===== src/rtl/styler_pkg.sv =====
// Shared constants, state encoding and byte-selection helpers for the styler host.
package styler_pkg;

  localparam logic [2:0] SEL_SCANLINE = 3'd0;
  localparam logic [2:0] SEL_CTRL     = 3'd1;
  localparam logic [2:0] SEL_BMP_LO   = 3'd2;
  localparam logic [2:0] SEL_BMP_HI   = 3'd3;
  localparam logic [2:0] SEL_ATTR0    = 3'd4;
  localparam logic [2:0] SEL_ATTR1    = 3'd5;
  localparam logic [2:0] SEL_ATTR2    = 3'd6;
  localparam logic [2:0] SEL_ATTR3    = 3'd7;

  localparam logic [7:0]  CTRL_RESET = 8'h3C;
  localparam int unsigned ATTR_W     = 25;

  typedef enum logic [1:0] {
    ST_IDLE,
    ST_WRITE,
    ST_READ,
    ST_RESP
  } host_state_e;

  // Byte that the styler register at 'sel' must hold for the given job.
  function automatic logic [7:0] sel_byte(input logic [2:0]        sel,
                                          input logic [7:0]        ctrl,
                                          input logic [15:0]       bitmap,
                                          input logic [ATTR_W-1:0] attr,
                                          input logic [3:0]        scanline);
    logic [7:0] b;
    case (sel)
      SEL_CTRL:   b = ctrl;
      SEL_BMP_LO: b = bitmap[7:0];
      SEL_BMP_HI: b = bitmap[15:8];
      SEL_ATTR0:  b = attr[7:0];
      SEL_ATTR1:  b = attr[15:8];
      SEL_ATTR2:  b = attr[23:16];
      SEL_ATTR3:  b = {7'b0, attr[ATTR_W-1]};
      default:    b = {4'b0, scanline};
    endcase
    return b;
  endfunction

  // Write order is sel 1..7 then sel 0; returns the first pending sel in that order.
  function automatic logic [2:0] next_sel(input logic [7:0] mask);
    logic [2:0] s;
    logic       found;
    s     = SEL_SCANLINE;
    found = 1'b0;
    for (int unsigned i = 1; i < 8; i++) begin
      if (mask[i] && !found) begin
        s     = 3'(i);
        found = 1'b1;
      end
    end
    return s;
  endfunction

endpackage


===== src/rtl/styler_host_if.sv =====
// Request/response handshake bundle between the fetch pipeline (master) and styler_host (slave).
interface styler_host_if;
  import styler_pkg::*;

  logic              req_valid;
  logic              req_ready;
  logic [7:0]        req_ctrl;
  logic [15:0]       req_bitmap;
  logic [ATTR_W-1:0] req_attr;
  logic [3:0]        req_scanline;
  logic              rsp_valid;
  logic              rsp_ready;
  logic [3:0]        rsp_scanline;
  logic [15:0]       rsp_bitmap;

  modport master (
    output req_valid, req_ctrl, req_bitmap, req_attr, req_scanline, rsp_ready,
    input  req_ready, rsp_valid, rsp_scanline, rsp_bitmap
  );

  modport slave (
    input  req_valid, req_ctrl, req_bitmap, req_attr, req_scanline, rsp_ready,
    output req_ready, rsp_valid, rsp_scanline, rsp_bitmap
  );

endinterface


===== src/rtl/styler_host_shadow.sv =====
// Shadow of the styler's ctrl/bitmap/attr registers; flags which sels of a new job differ.
// Only instantiated when STYLER_HOST_SKIP_EN is defined.
module styler_host_shadow
  import styler_pkg::*;
(
  input  logic              clk,
  input  logic              rst,
  input  logic              wr_en_i,
  input  logic [2:0]        wr_sel_i,
  input  logic [7:0]        wr_data_i,
  input  logic [7:0]        ctrl_i,
  input  logic [15:0]       bitmap_i,
  input  logic [ATTR_W-1:0] attr_i,
  output logic [7:0]        dirty_o
);

  logic [7:0] shd_q [1:7];
  logic       valid_q;

  // The shadow tracks writes as they complete; sel 0 always closes a write phase.
  always_ff @(posedge clk) begin
    if (rst) begin
      valid_q <= 1'b0;
      for (int unsigned i = 1; i < 8; i++) shd_q[i] <= '0;
    end else if (wr_en_i) begin
      if (wr_sel_i == SEL_SCANLINE) valid_q <= 1'b1;
      else                          shd_q[wr_sel_i] <= wr_data_i;
    end
  end

  always_comb begin
    dirty_o = '1;
    for (int unsigned i = 1; i < 8; i++) begin
      dirty_o[i] = !valid_q ||
                   (sel_byte(3'(i), ctrl_i, bitmap_i, attr_i, 4'h0) != shd_q[i]);
    end
  end

endmodule


===== src/rtl/styler_host.sv =====
// Bus-side sequencer: loads one job into the styler over its 8-bit bus and reads back the result.
// Optional STYLER_HOST_SKIP_EN skips rewriting registers whose value is unchanged.
module styler_host
  import styler_pkg::*;
(
  input  logic             clk,
  input  logic             rst,
  styler_host_if.slave     host,
  input  logic             cursor_en,
  input  logic             blink_phase,
  input  logic             faint_phase,
  output logic [7:0]       bus_ui,
  output logic [7:0]       bus_uio,
  input  logic [7:0]       bus_uo,
  output logic             busy
);

  host_state_e       state_q, state_d;
  logic [7:0]        job_ctrl_q;
  logic [15:0]       job_bitmap_q;
  logic [ATTR_W-1:0] job_attr_q;
  logic [3:0]        job_scan_q;
  logic [7:0]        pend_q, pend_d;
  logic              wr_n_q, wr_n_d;
  logic [2:0]        sel_q, sel_d;
  logic [7:0]        uio_q, uio_d;
  logic [2:0]        phase_q;
  logic [1:0]        rd_idx_q, rd_idx_d;
  logic [3:0]        rsp_scan_q, rsp_scan_d;
  logic [15:0]       rsp_bmp_q, rsp_bmp_d;
  logic              rsp_valid_q, rsp_valid_d;
  logic              req_ready_q, req_ready_d;
  logic              busy_q, busy_d;
  logic              accept;
  logic [2:0]        nsel;
  logic [7:0]        dirty;

`ifdef STYLER_HOST_SKIP_EN
  styler_host_shadow u_shadow (
    .clk       (clk),
    .rst       (rst),
    .wr_en_i   (!wr_n_q),
    .wr_sel_i  (sel_q),
    .wr_data_i (uio_q),
    .ctrl_i    (host.req_ctrl),
    .bitmap_i  (host.req_bitmap),
    .attr_i    (host.req_attr),
    .dirty_o   (dirty)
  );
`else
  assign dirty = '1;
`endif

  // Bus outputs are computed one cycle ahead so the write/read of cycle T+1 is already on the pins.
  always_comb begin
    state_d     = state_q;
    pend_d      = pend_q;
    wr_n_d      = 1'b1;
    sel_d       = SEL_SCANLINE;
    uio_d       = '0;
    rd_idx_d    = rd_idx_q;
    rsp_scan_d  = rsp_scan_q;
    rsp_bmp_d   = rsp_bmp_q;
    rsp_valid_d = rsp_valid_q;
    accept      = 1'b0;
    nsel        = SEL_SCANLINE;
    unique case (state_q)
      ST_IDLE: begin
        if (host.req_valid && req_ready_q) begin
          accept  = 1'b1;
          nsel    = next_sel(dirty);
          wr_n_d  = 1'b0;
          sel_d   = nsel;
          uio_d   = sel_byte(nsel, host.req_ctrl, host.req_bitmap, host.req_attr, host.req_scanline);
          pend_d  = dirty & ~(8'b1 << nsel);
          state_d = ST_WRITE;
        end
      end
      ST_WRITE: begin
        if (pend_q != '0) begin
          nsel   = next_sel(pend_q);
          wr_n_d = 1'b0;
          sel_d  = nsel;
          uio_d  = sel_byte(nsel, job_ctrl_q, job_bitmap_q, job_attr_q, job_scan_q);
          pend_d = pend_q & ~(8'b1 << nsel);
        end else begin
          rd_idx_d = 2'd0;
          state_d  = ST_READ;
        end
      end
      ST_READ: begin
        case (rd_idx_q)
          2'd0: begin
            rsp_scan_d = bus_uo[3:0];
            sel_d      = SEL_BMP_LO;
            rd_idx_d   = 2'd1;
          end
          2'd1: begin
            rsp_bmp_d[7:0] = bus_uo;
            sel_d          = SEL_BMP_HI;
            rd_idx_d       = 2'd2;
          end
          default: begin
            rsp_bmp_d[15:8] = bus_uo;
            rsp_valid_d     = 1'b1;
            state_d         = ST_RESP;
          end
        endcase
      end
      ST_RESP: begin
        if (host.rsp_ready) begin
          rsp_valid_d = 1'b0;
          state_d     = ST_IDLE;
        end
      end
      default: state_d = ST_IDLE;
    endcase
    req_ready_d = (state_d == ST_IDLE);
    busy_d      = (state_d != ST_IDLE);
  end

  always_ff @(posedge clk) begin
    if (rst) begin
      state_q      <= ST_IDLE;
      job_ctrl_q   <= '0;
      job_bitmap_q <= '0;
      job_attr_q   <= '0;
      job_scan_q   <= '0;
      pend_q       <= '0;
      wr_n_q       <= 1'b1;
      sel_q        <= SEL_SCANLINE;
      uio_q        <= '0;
      phase_q      <= '0;
      rd_idx_q     <= '0;
      rsp_scan_q   <= '0;
      rsp_bmp_q    <= '0;
      rsp_valid_q  <= 1'b0;
      req_ready_q  <= 1'b1;
      busy_q       <= 1'b0;
    end else begin
      state_q     <= state_d;
      pend_q      <= pend_d;
      wr_n_q      <= wr_n_d;
      sel_q       <= sel_d;
      uio_q       <= uio_d;
      phase_q     <= {cursor_en, blink_phase, faint_phase};
      rd_idx_q    <= rd_idx_d;
      rsp_scan_q  <= rsp_scan_d;
      rsp_bmp_q   <= rsp_bmp_d;
      rsp_valid_q <= rsp_valid_d;
      req_ready_q <= req_ready_d;
      busy_q      <= busy_d;
      if (accept) begin
        job_ctrl_q   <= host.req_ctrl;
        job_bitmap_q <= host.req_bitmap;
        job_attr_q   <= host.req_attr;
        job_scan_q   <= host.req_scanline;
      end
    end
  end

  assign host.req_ready    = req_ready_q;
  assign host.rsp_valid    = rsp_valid_q;
  assign host.rsp_scanline = rsp_scan_q;
  assign host.rsp_bitmap   = rsp_bmp_q;
  assign bus_ui            = {wr_n_q, 1'b1, phase_q, sel_q};
  assign bus_uio           = uio_q;
  assign busy              = busy_q;

endmodule


===== src/flat_wrapper.sv =====
// flat-port wrapper written by rule: the top's interface ports become plain ports
module styler_host_flat import styler_pkg::*;
  (clk, rst, cursor_en, blink_phase, faint_phase, bus_ui, bus_uio, bus_uo, busy, host_req_valid, host_req_ctrl, host_req_bitmap, host_req_attr, host_req_scanline, host_rsp_ready, host_req_ready, host_rsp_valid, host_rsp_scanline, host_rsp_bitmap);
  styler_host_if host_i ();
  input  logic clk;
  input  logic rst;
  input  logic cursor_en;
  input  logic blink_phase;
  input  logic faint_phase;
  output logic [7:0] bus_ui;
  output logic [7:0] bus_uio;
  input  logic [7:0] bus_uo;
  output logic busy;
  input wire logic [$bits(host_i.req_valid)-1:0] host_req_valid;
  input wire logic [$bits(host_i.req_ctrl)-1:0] host_req_ctrl;
  input wire logic [$bits(host_i.req_bitmap)-1:0] host_req_bitmap;
  input wire logic [$bits(host_i.req_attr)-1:0] host_req_attr;
  input wire logic [$bits(host_i.req_scanline)-1:0] host_req_scanline;
  input wire logic [$bits(host_i.rsp_ready)-1:0] host_rsp_ready;
  output wire logic [$bits(host_i.req_ready)-1:0] host_req_ready;
  output wire logic [$bits(host_i.rsp_valid)-1:0] host_rsp_valid;
  output wire logic [$bits(host_i.rsp_scanline)-1:0] host_rsp_scanline;
  output wire logic [$bits(host_i.rsp_bitmap)-1:0] host_rsp_bitmap;
  assign host_i.req_valid = host_req_valid;
  assign host_i.req_ctrl = host_req_ctrl;
  assign host_i.req_bitmap = host_req_bitmap;
  assign host_i.req_attr = host_req_attr;
  assign host_i.req_scanline = host_req_scanline;
  assign host_i.rsp_ready = host_rsp_ready;
  assign host_req_ready = host_i.req_ready;
  assign host_rsp_valid = host_i.rsp_valid;
  assign host_rsp_scanline = host_i.rsp_scanline;
  assign host_rsp_bitmap = host_i.rsp_bitmap;
  styler_host u_core (.clk(clk), .rst(rst), .host(host_i), .cursor_en(cursor_en), .blink_phase(blink_phase), .faint_phase(faint_phase), .bus_ui(bus_ui), .bus_uio(bus_uio), .bus_uo(bus_uo), .busy(busy));
endmodule

===== config.mk =====
export PLATFORM = sky130hd
export DESIGN_NAME = styler_host_flat
export DESIGN_NICKNAME = d
export VERILOG_FILES = /design/src/rtl/styler_pkg.sv /design/src/rtl/styler_host_if.sv /design/src/rtl/styler_host_shadow.sv /design/src/rtl/styler_host.sv /design/src/flat_wrapper.sv
export SDC_FILE = /design/constraint.sdc
export NUM_CORES = 1
export LEC_CHECK = 0
export BUFFER_PORTS_ARGS = -buffer_cell sky130_fd_sc_hd__buf_4
export CORE_ASPECT_RATIO = 1.25
export CORE_UTILIZATION = 35
export CTS_BUF_LIST = sky130_fd_sc_hd__clkbuf_2 sky130_fd_sc_hd__clkbuf_4 sky130_fd_sc_hd__clkbuf_8
export DETAILED_ROUTE_END_ITERATION = 8
export HOLD_SLACK_MARGIN = 0.12
export RECOVER_POWER = 100
export SYNTH_ARGS = -nofsm -noshare
export SYNTH_HDL_FRONTEND = slang
export SYNTH_SLANG_ARGS = --single-unit

===== constraint.sdc =====
create_clock -name clk -period 2.3 [get_ports clk]
set_input_delay 0.345 -clock clk [delete_from_list [all_inputs] [get_ports clk]]
set_output_delay 0.345 -clock clk [all_outputs]
set_load 0.01 [all_outputs]

# After elaboration in Yosys (flattened, before gate mapping)
# Index checks and enable logic that the tools add are counted.
dict set report totals {
  word_cells 135
  inputBits 68
  out_inout_bits 39
  register_bits 103
}
dict set report classes {
  n_bitwise 4
  n_mux 60
  reduce_logical 28
  eq_ne 24
  shift 2
}
# operator n
set op_table {}
lappend op_table {{$pmux W8 S7} 2}
lappend op_table {{$mux W3} 11}
lappend op_table {{$mux W8} 4}
lappend op_table {{$pmux W8 S2} 2}
lappend op_table {{$mux W1} 27}
lappend op_table {{$eq A3 B3 Y1 const B} 8}
lappend op_table {{$not A8 Y8} 2}
lappend op_table {{$shl A1 B3 Y8 const A} 2}
lappend op_table {{$mux W2} 7}
lappend op_table {{$eq A3 B2 Y1 const B} 4}
lappend op_table {{$pmux W2 S2} 3}
lappend op_table {{$pmux W3 S3} 1}
lappend op_table {{$reduce_and A3 Y1} 3}
lappend op_table {{$and A8 B8 Y8} 1}
lappend op_table {{$pmux W2 S4} 1}
lappend op_table {{$reduce_bool A2 Y1} 4}
lappend op_table {{$reduce_bool A8 Y1} 1}
lappend op_table {{$logic_and A1 B1 Y1} 7}
lappend op_table {{$eq A3 B1 Y1 const B} 2}
lappend op_table {{$logic_not A1 Y1} 6}
lappend op_table {{$logic_not A2 Y1} 3}
lappend op_table {{$ne A2 B2 Y1 const B} 3}
lappend op_table {{$reduce_and A2 Y1} 3}
lappend op_table {{$eq A2 B1 Y1 const B} 2}
lappend op_table {{6 further kinds} 9}

# Longest topological paths before layout
# Gate-level depths: netlist (run 1).
dict set report logic_depth {
  word_depth 38
  mapped_depth 7
  ltp_nobuf 6
}

# Worst setup path before layout (run 1)
# No wires, ideal clock.
dict set report synth_path {
  kind {register -> register}
  from {register u_core.state_q[1]}
  to {register u_core.busy_q, in the netlist u_core.busy}
  required_ns 2.242
  n_path_buf 0
  setup_time_ns 0.058
  stages_incl_launch_ff 7
  t_arrival_ns 1.767
  synth_period_minus_slack_ns 1.825
  setup_slack_ns 0.475
  cell_sequence {dfxtp_1 > inv_1 > ha_1 > or4b_1 > o311a_1 > nor4_2 > or2_1}
}
dict set report synth_via {
  elab_chain_cells 3
  elab_cells_between_ends 10
  cone_classes {eq/ne: 3; mux: 5; reduce/logical: 2}
}
# element line
set synth_lines {}
lappend synth_lines {{start, declared} styler_host.sv:18} ;# host_state_e state_q, state_d;
lappend synth_lines {{start signal, assigned} styler_host.sv:141} ;# state_q <= state_d;
lappend synth_lines {{$eq A2 B2 Y1, or another cell as far along} styler_host.sv:67} ;# unique case (state_q)
lappend synth_lines {{$pmux W2 S4 *} styler_host.sv:67}
lappend synth_lines {{$reduce_bool A2 Y1 *} styler_host.sv:119} ;# busy_d = (state_d != ST_IDLE);
lappend synth_lines {{end signal, assigned} styler_host.sv:152} ;# busy_q <= busy_d;
lappend synth_lines {{end, declared} styler_host.sv:33} ;# logic busy_q, busy_d;
# Every way passes the cells marked *; elsewhere a longest branch is shown, timed or not.
# A chain may end at the register's enable or synchronous reset.

# Final worst setup path (run 1)
dict set report layout_path {
  from {register u_core.state_q[1]}
  to {register u_core.uio_q[5], in the netlist u_core.bus_uio[5]}
}
dict set report layout_via {
  elab_chain_cells 2
  elab_cells_between_ends 3
  cone_classes {eq/ne: 1; mux: 1; reduce/logical: 1}
}
# element line
set layout_lines {}
lappend layout_lines {{$eq A2 B1 Y1 or $logic_not A2 Y1 (tied branches)} styler_host.sv:67}
lappend layout_lines {{$pmux W8 S2 *} styler_host.sv:67}
lappend layout_lines {{end signal, assigned} styler_host.sv:145} ;# uio_q <= uio_d;
lappend layout_lines {{end, declared} styler_host.sv:26} ;# logic [7:0] uio_q, uio_d;
# Marked as above.

==> results of run 1 <==
==> cells by family (layout without fill, tap and decap cells) <==
logic type,after synthesis,after routing,synth area share
AO/OA/AOI/OAI,133,133,0.186
flip-flops,103,103,0.485
multiplexers,12,12,0.0282
adder cells (fa/ha/maj),5,5,0.0147
buffers and inverters,55,148,0.0512
AND/OR/NAND/NOR,225,225,0.235
other,1,1,0.000881
==> power breakdown <==
part           switching (W)  internal (W)  leakage [nW]  total [W]
Clock               0.000582      0.000696         0.120    0.00128
Sequential          0.000125       0.00194         0.842    0.00207
Combinational       0.000576      0.000369          1.07   0.000945
Total                0.00128       0.00301          2.03    0.00429
==> layout by cell type (no fill, tap or decap), types with 2 or more instances in the layout <==
| master | synthesis | layout |
|---|---|---|
| nor4_1 | 1 | 2 |
| nand3b_1 | 11 | 11 |
| ha_1 | 5 | 5 |
| dfxtp_1 | 103 | 103 |
| a31oi_1 | 2 | 2 |
| nand3_1 | 11 | 11 |
| a311oi_1 | 6 | 6 |
| clkbuf_4 | 0 | 4 |
| inv_1 | 14 | 14 |
| nor2_1 | 24 | 24 |
| a311o_1 | 2 | 2 |
| bufinv_16 | 0 | 2 |
| o22ai_1 | 2 | 2 |
| clkbuf_1 | 31 | 39 |
| and3_1 | 5 | 4 |
| nor2b_1 | 4 | 4 |
| or2_2 | 3 | 3 |
| nand2b_1 | 4 | 4 |
| a211oi_1 | 6 | 6 |
| o21bai_1 | 2 | 2 |
| a21oi_1 | 91 | 91 |
| clkbuf_8 | 0 | 11 |
| buf_4 | 3 | 76 |
| nand2_1 | 146 | 146 |
| nor3_1 | 5 | 5 |
| o21ai_0 | 9 | 9 |
| a221oi_1 | 5 | 5 |
| nand4b_1 | 3 | 3 |
| mux2i_1 | 12 | 12 |
==> per-stage QoR <==
step / instances / hold WS (ns) / power, W / area [sq um]
2_1_floorplan: 534 / 0.421 / 0.00273 / 4260
3_3_place_gp: 772 / 0.442 / 0.00308 / 5200
3_5_place_dp: 772 / 0.448 / 0.00310 / 5200
4_1_cts: 788 / 0.177 / 0.00438 / 5430
5_1_grt: 788 / 0.201 / 0.00454 / 5260
6_report: 788 / 0.186 / 0.00429 / 5260
==> layer usage <==
layer,GRT usage,part of all wire,vias to the layer above
met1,0.240,0.43,1834
li1,-,-,1981
met2,0.314,0.50,81
met3,0.0296,0.054,10
met5,0,0,-
met4,0.0708,0.013,0
==> path summary, 6_finish.rpt <==
check / to / depth (start not counted)
max reg2reg: u_core.bus_uio[5] / 6
min: u_core.phase_q[0] / 2
max: u_core.bus_uio[5] / 6
min reg2reg: u_core.host.rsp_bitmap[9] / 2
==> critical path, cell delays in order (launching register included) <==
cell and delay (ns):
dfxtp_1 0.36, inv_1 0.12, ha_1 0.26, and3_2 0.44
clkbuf_4 0.50, nand2_1 0.13, o22ai_1 0.16
==> cell type report <==
cell class / count / area (sq um)
fill: 1234 / 6470
sequential: 103 / 2060
multi-input combinational: 376 / 1970
timing repair buffer: 118 / 737
tap: 161 / 201
clock buffer: 13 / 166
clock inverter: 3 / 65.1
inverter: 14 / 52.6
==> state kept, by name, indices dropped and copies added, names as in the netlist <==
register	flops
u_core.bus_uio	8
u_core.busy	1
u_core.host.req_ready	1
u_core.host.rsp_bitmap	16
u_core.host.rsp_scanline	4
u_core.host.rsp_valid	1
u_core.job_attr_q	25
u_core.job_bitmap_q	16
u_core.job_ctrl_q	8
u_core.job_scan_q	4
u_core.pend_q	8
u_core.phase_q	3
u_core.rd_idx_q	2
u_core.sel_q	3
u_core.state_q	2
u_core.wr_n_q	1
==> reports/metrics.cfg, run 1 <==
[global_route]
grt_pass1_vias=3746
grt_first_pass_wirelength_um=18500
grtUsageTotal=0.187
grt_remaining_overflow=0
antenna_found_initial=0
grt_max_degree=57

[drt]
firstDrtPassIters=4
drtIter0Drc=148
wl_um=11300
vias=3906
wire_per_inst_um=14.4
drtAntennaViolNets=0
drc=0
vias_per_cell=4.96

[clock_tree]
post_cts_buffers=0
ctsLongestPathBuffers=2
clock_latency_ns=0.37
clk_pin_slew_ns=0.09
clock_tree.root_cell=clkbuf_8
htree_levels=3
cts.sinks=103
tritoncts=yes
cts_hold_buf=0
cts.repair.resized=0
cts_buffers=9

[sta]
rsz0062_at_grt=no
fin_tns_setup_ns=0
slew_violations=36
max_freq_ghz=0.485
finalWorstSetupSlack_ns=0.240
worst_clock_skew_ns=0.00693
setup_viol=0
hold_viol_final=0
tightest_slew_ns=1.56
slew_headroom=-0.0388
period_share=0.896
period_minus_slack_ns=2.06

[status]
status=finished, violations left
violations=capacitance limit, slew limit

[worst_hold_path]
worstHoldPathType=in -> reg
min_from=faint_phase

[synth]
yosysMostFrequentCell=nand2_1
ys_ff_latch=103
synth-async-reset-ratio=0
syn_inst=534
synth_edf_count=0
synth_area_leaders=dfxtp_1 48%, nand2_1 13%, a21oi_1 11%, mux2i_1 2.8%, clkbuf_1 2.7%
syn_avg_cell_area_sq_um=7.97
synthesis.area_sq_mm=0.00426
synth_top_area_share=0.485
synth_top_cell_by_area=dfxtp_1
synthTopCellsByCount=146 x nand2_1, 103 x dfxtp_1, 91 x a21oi_1, 31 x clkbuf_1, 24 x nor2_1
synth_nets=607
synth_ff_type=dfxtp_1
yosysUniqueCellTypes=44
yosysWarnings=0
yosysSeqAreaShare=0.485

[job]
maxCapViolations=1

[place]
place_congestion=0.831
dp_slack_ns=0.280
dp_hpwl_um=8280
io_buffers=105

[finish]
diodes=0
syn_to_final_growth_pct=23.5
fin_util=0.448
fin_nets=695
drive_gt1_frac=0.163

[power]
power.leakage_nw=2.03
ir_drop_mv=0.301
power_density_mw_per_mm2=816

[floorplan]
die_w_um=101
io_pins=107
start_util=0.363
rows=44
die_h_um=125
die_area_sq_mm=0.0126
coreArea_sq_mm=0.0117

[critical_path]
arrival_ns=2.36
rrSetupSlack_ns=0.24
cp-end-kind=register
timing.rr.start=u_core.state_q[1]
cp-start-kind=register
required_ns=2.60
worst-path-max-fanout=41
worstSetupPathType=reg -> reg
setup.worst_path.start=u_core.state_q[1]

No activity file was read; power rests on OpenSTA's default activity.
==> inputs of run 2 (changes only) <==
--- a/config.mk
+++ b/config.mk
@@ -9,8 +9,10 @@
 export CORE_ASPECT_RATIO = 1.25
 export CORE_UTILIZATION = 35
 export CTS_BUF_LIST = sky130_fd_sc_hd__clkbuf_2 sky130_fd_sc_hd__clkbuf_4 sky130_fd_sc_hd__clkbuf_8
+export CTS_CLUSTER_DIAMETER = 80
 export DETAILED_ROUTE_END_ITERATION = 8
 export HOLD_SLACK_MARGIN = 0.12
+export PLACE_DENSITY_LB_ADDON = 0.05
 export RECOVER_POWER = 100
 export SYNTH_ARGS = -nofsm -noshare
 export SYNTH_HDL_FRONTEND = slang
==> run 2 against run 1 <==
Effect of this change:
- the flow still finishes with violations (capacitance limit, slew limit)
- total power shrank 2.9%
- critical endpoint unchanged
- die area is the same
- largest power group unchanged
- hold slack lost 0.018 ns
- cell count grew 0.38%
==> reports/metrics.cfg, run 2 (synthesis results as in run 1) <==
[status]
status=finished, violations left
violations=capacitance limit, slew limit

[critical_path]
setup.worst_path.start=u_core.state_q[1]
worst-path-max-fanout=26
slowest_stage=clkbuf_2
worstSetupPathType=reg -> reg
timing.rr.start=u_core.state_q[1]
cp-end-kind=register
rr_endpoint=u_core.bus_uio[5]
rr_worst_depth=6
arrival_ns=2.37
cp_cell_sequence=inv_1 -> ha_1 -> and3_2 -> clkbuf_2 -> nand2_1 -> o22ai_1
crit_end=u_core.bus_uio[5]
rrSetupSlack_ns=0.23
critPathMaxStageDelay_ns=0.45
cp-start-kind=register
critical-path-top-delay-family=buffers and inverters
required_ns=2.60
worst-path-stages=6
worst-path-buf-inv=2

[sta]
hold_viol_final=0
max_freq_ghz=0.483
rsz0062_at_grt=no
slew_violations=32
fin_tns_setup_ns=0
worst_clock_skew_ns=0.0145
period_minus_slack_ns=2.07
tightest_slew_ns=1.51
period_share=0.901
slew_headroom=-0.00531
setup_viol=0
whs_ns=0.168

[power]
power_density_mw_per_mm2=795
power.leakage_nw=2.02
ir_drop_mv=0.264

[finish]
largest_reg_flops=25
top_register=u_core.job_attr_q
final_cell_area_sq_mm=0.00524
drive_gt1_frac=0.165
fin_nets=698
syn_to_final_growth_pct=23.1
layout_commonest_cell=nand2_1
final_cell_mix=146 x nand2_1, 103 x dfxtp_1, 91 x a21oi_1, 78 x buf_4, 40 x clkbuf_1
diodes=0

[global_route]
grt_pass1_vias=3787
grtUsageTotal=0.192
grt_max_degree=36
grt_remaining_overflow=0
grt_first_pass_wirelength_um=18800
antenna_found_initial=0

[floorplan]
coreArea_sq_mm=0.0117
rows=44
io_pins=107
start_util=0.363
die_area_sq_mm=0.0126
die_w_um=101
die_h_um=125

[job]
maxCapViolations=1

[drt]
wire_per_inst_um=14.7
vias_per_cell=4.92
drtIter0Drc=149
drtAntennaViolNets=0
firstDrtPassIters=4
drc=0
vias=3889
wl_um=11700

[clock_tree]
htree_levels=3
cts_buffers=9
tritoncts=yes
cts.sinks=103
post_cts_buffers=0
clock_latency_ns=0.38
cts_hold_buf=0
clk_pin_slew_ns=0.10
cts.repair.resized=0
clock_tree.root_cell=clkbuf_8
ctsLongestPathBuffers=2

[place]
dp_hpwl_um=8460
io_buffers=105
place_congestion=0.803
placed_area_sq_mm=0.00521

[worst_hold_path]
worstHoldPathType=in -> reg

-- run 2: cell count changes in the layout (fill, tap and decap cells not counted), moves of 2 or more --
cell,delta
bufinv_16,-2
buf_4,+2
clkbuf_2,+2
clkbuf_4,-3
-- run 2: how the worst min path moves through the flow --
stage / end / cells after the start / startpoint / slack [ns]
final: u_core.phase_q[2] / 2 / cursor_en / 0.17
after global routing: u_core.phase_q[0] / 2 / faint_phase / 0.15
after CTS: u_core.phase_q[2] / 2 / cursor_en / 0.15
after detailed placement: u_core.job_attr_q[1] / 2 / u_core.job_attr_q[1] / 0.45
after global placement: u_core.job_ctrl_q[3] / 2 / u_core.job_ctrl_q[3] / 0.44
after floorplan: u_core.state_q[0] / 1 / rst / 0.42
-- run 2: power breakdown --
part | internal (W) | total (W) | switching [W]
clock network | 0.000502 | 0.00112 | 0.000622
logic | 0.000384 | 0.000984 | 0.000599
registers | 0.00194 | 0.00206 | 0.000116
-- run 2: worst register-to-register path, cell delays in order (launching register included) --
cell and delay (ns):
dfxtp_1 0.37, inv_1 0.12, ha_1 0.31, and3_2 0.40, clkbuf_2 0.45, nand2_1 0.18, o22ai_1 0.17
-- run 2: area by class of cell --
cell class | instances | area, sq um
Timing Repair Buffer | 121 | 751
Sequential cell | 103 | 2060
Fill cell | 1237 | 6490
Multi-Input combinational cell | 376 | 1980
Tap cell | 161 | 201
Inverter | 14 | 52.6
Clock buffer | 13 | 173
Clock inverter | 3 | 25.0
-- run 2: routing by layer --
layer / vias to the layer above / global-route usage / part of all wire
met4: 0 / 0.0597 / 0.0085
met5: - / 0 / 0
met2: 89 / 0.312 / 0.47
met3: 7 / 0.0481 / 0.049
li1: 1993 / - / -
met1: 1800 / 0.249 / 0.47
-- run 2: through the flow --
step	utilization	setup WS (ns)	cells	total power [W]
2_1_floorplan	-	0.475	534	0.00273
3_3_place_gp	0.444	0.255	775	0.00311
3_5_place_dp	0.444	0.261	775	0.00312
4_1_cts	0.461	0.234	791	0.00424
5_1_grt	0.447	0.0595	791	0.00441
6_report	0.447	0.228	791	0.00417
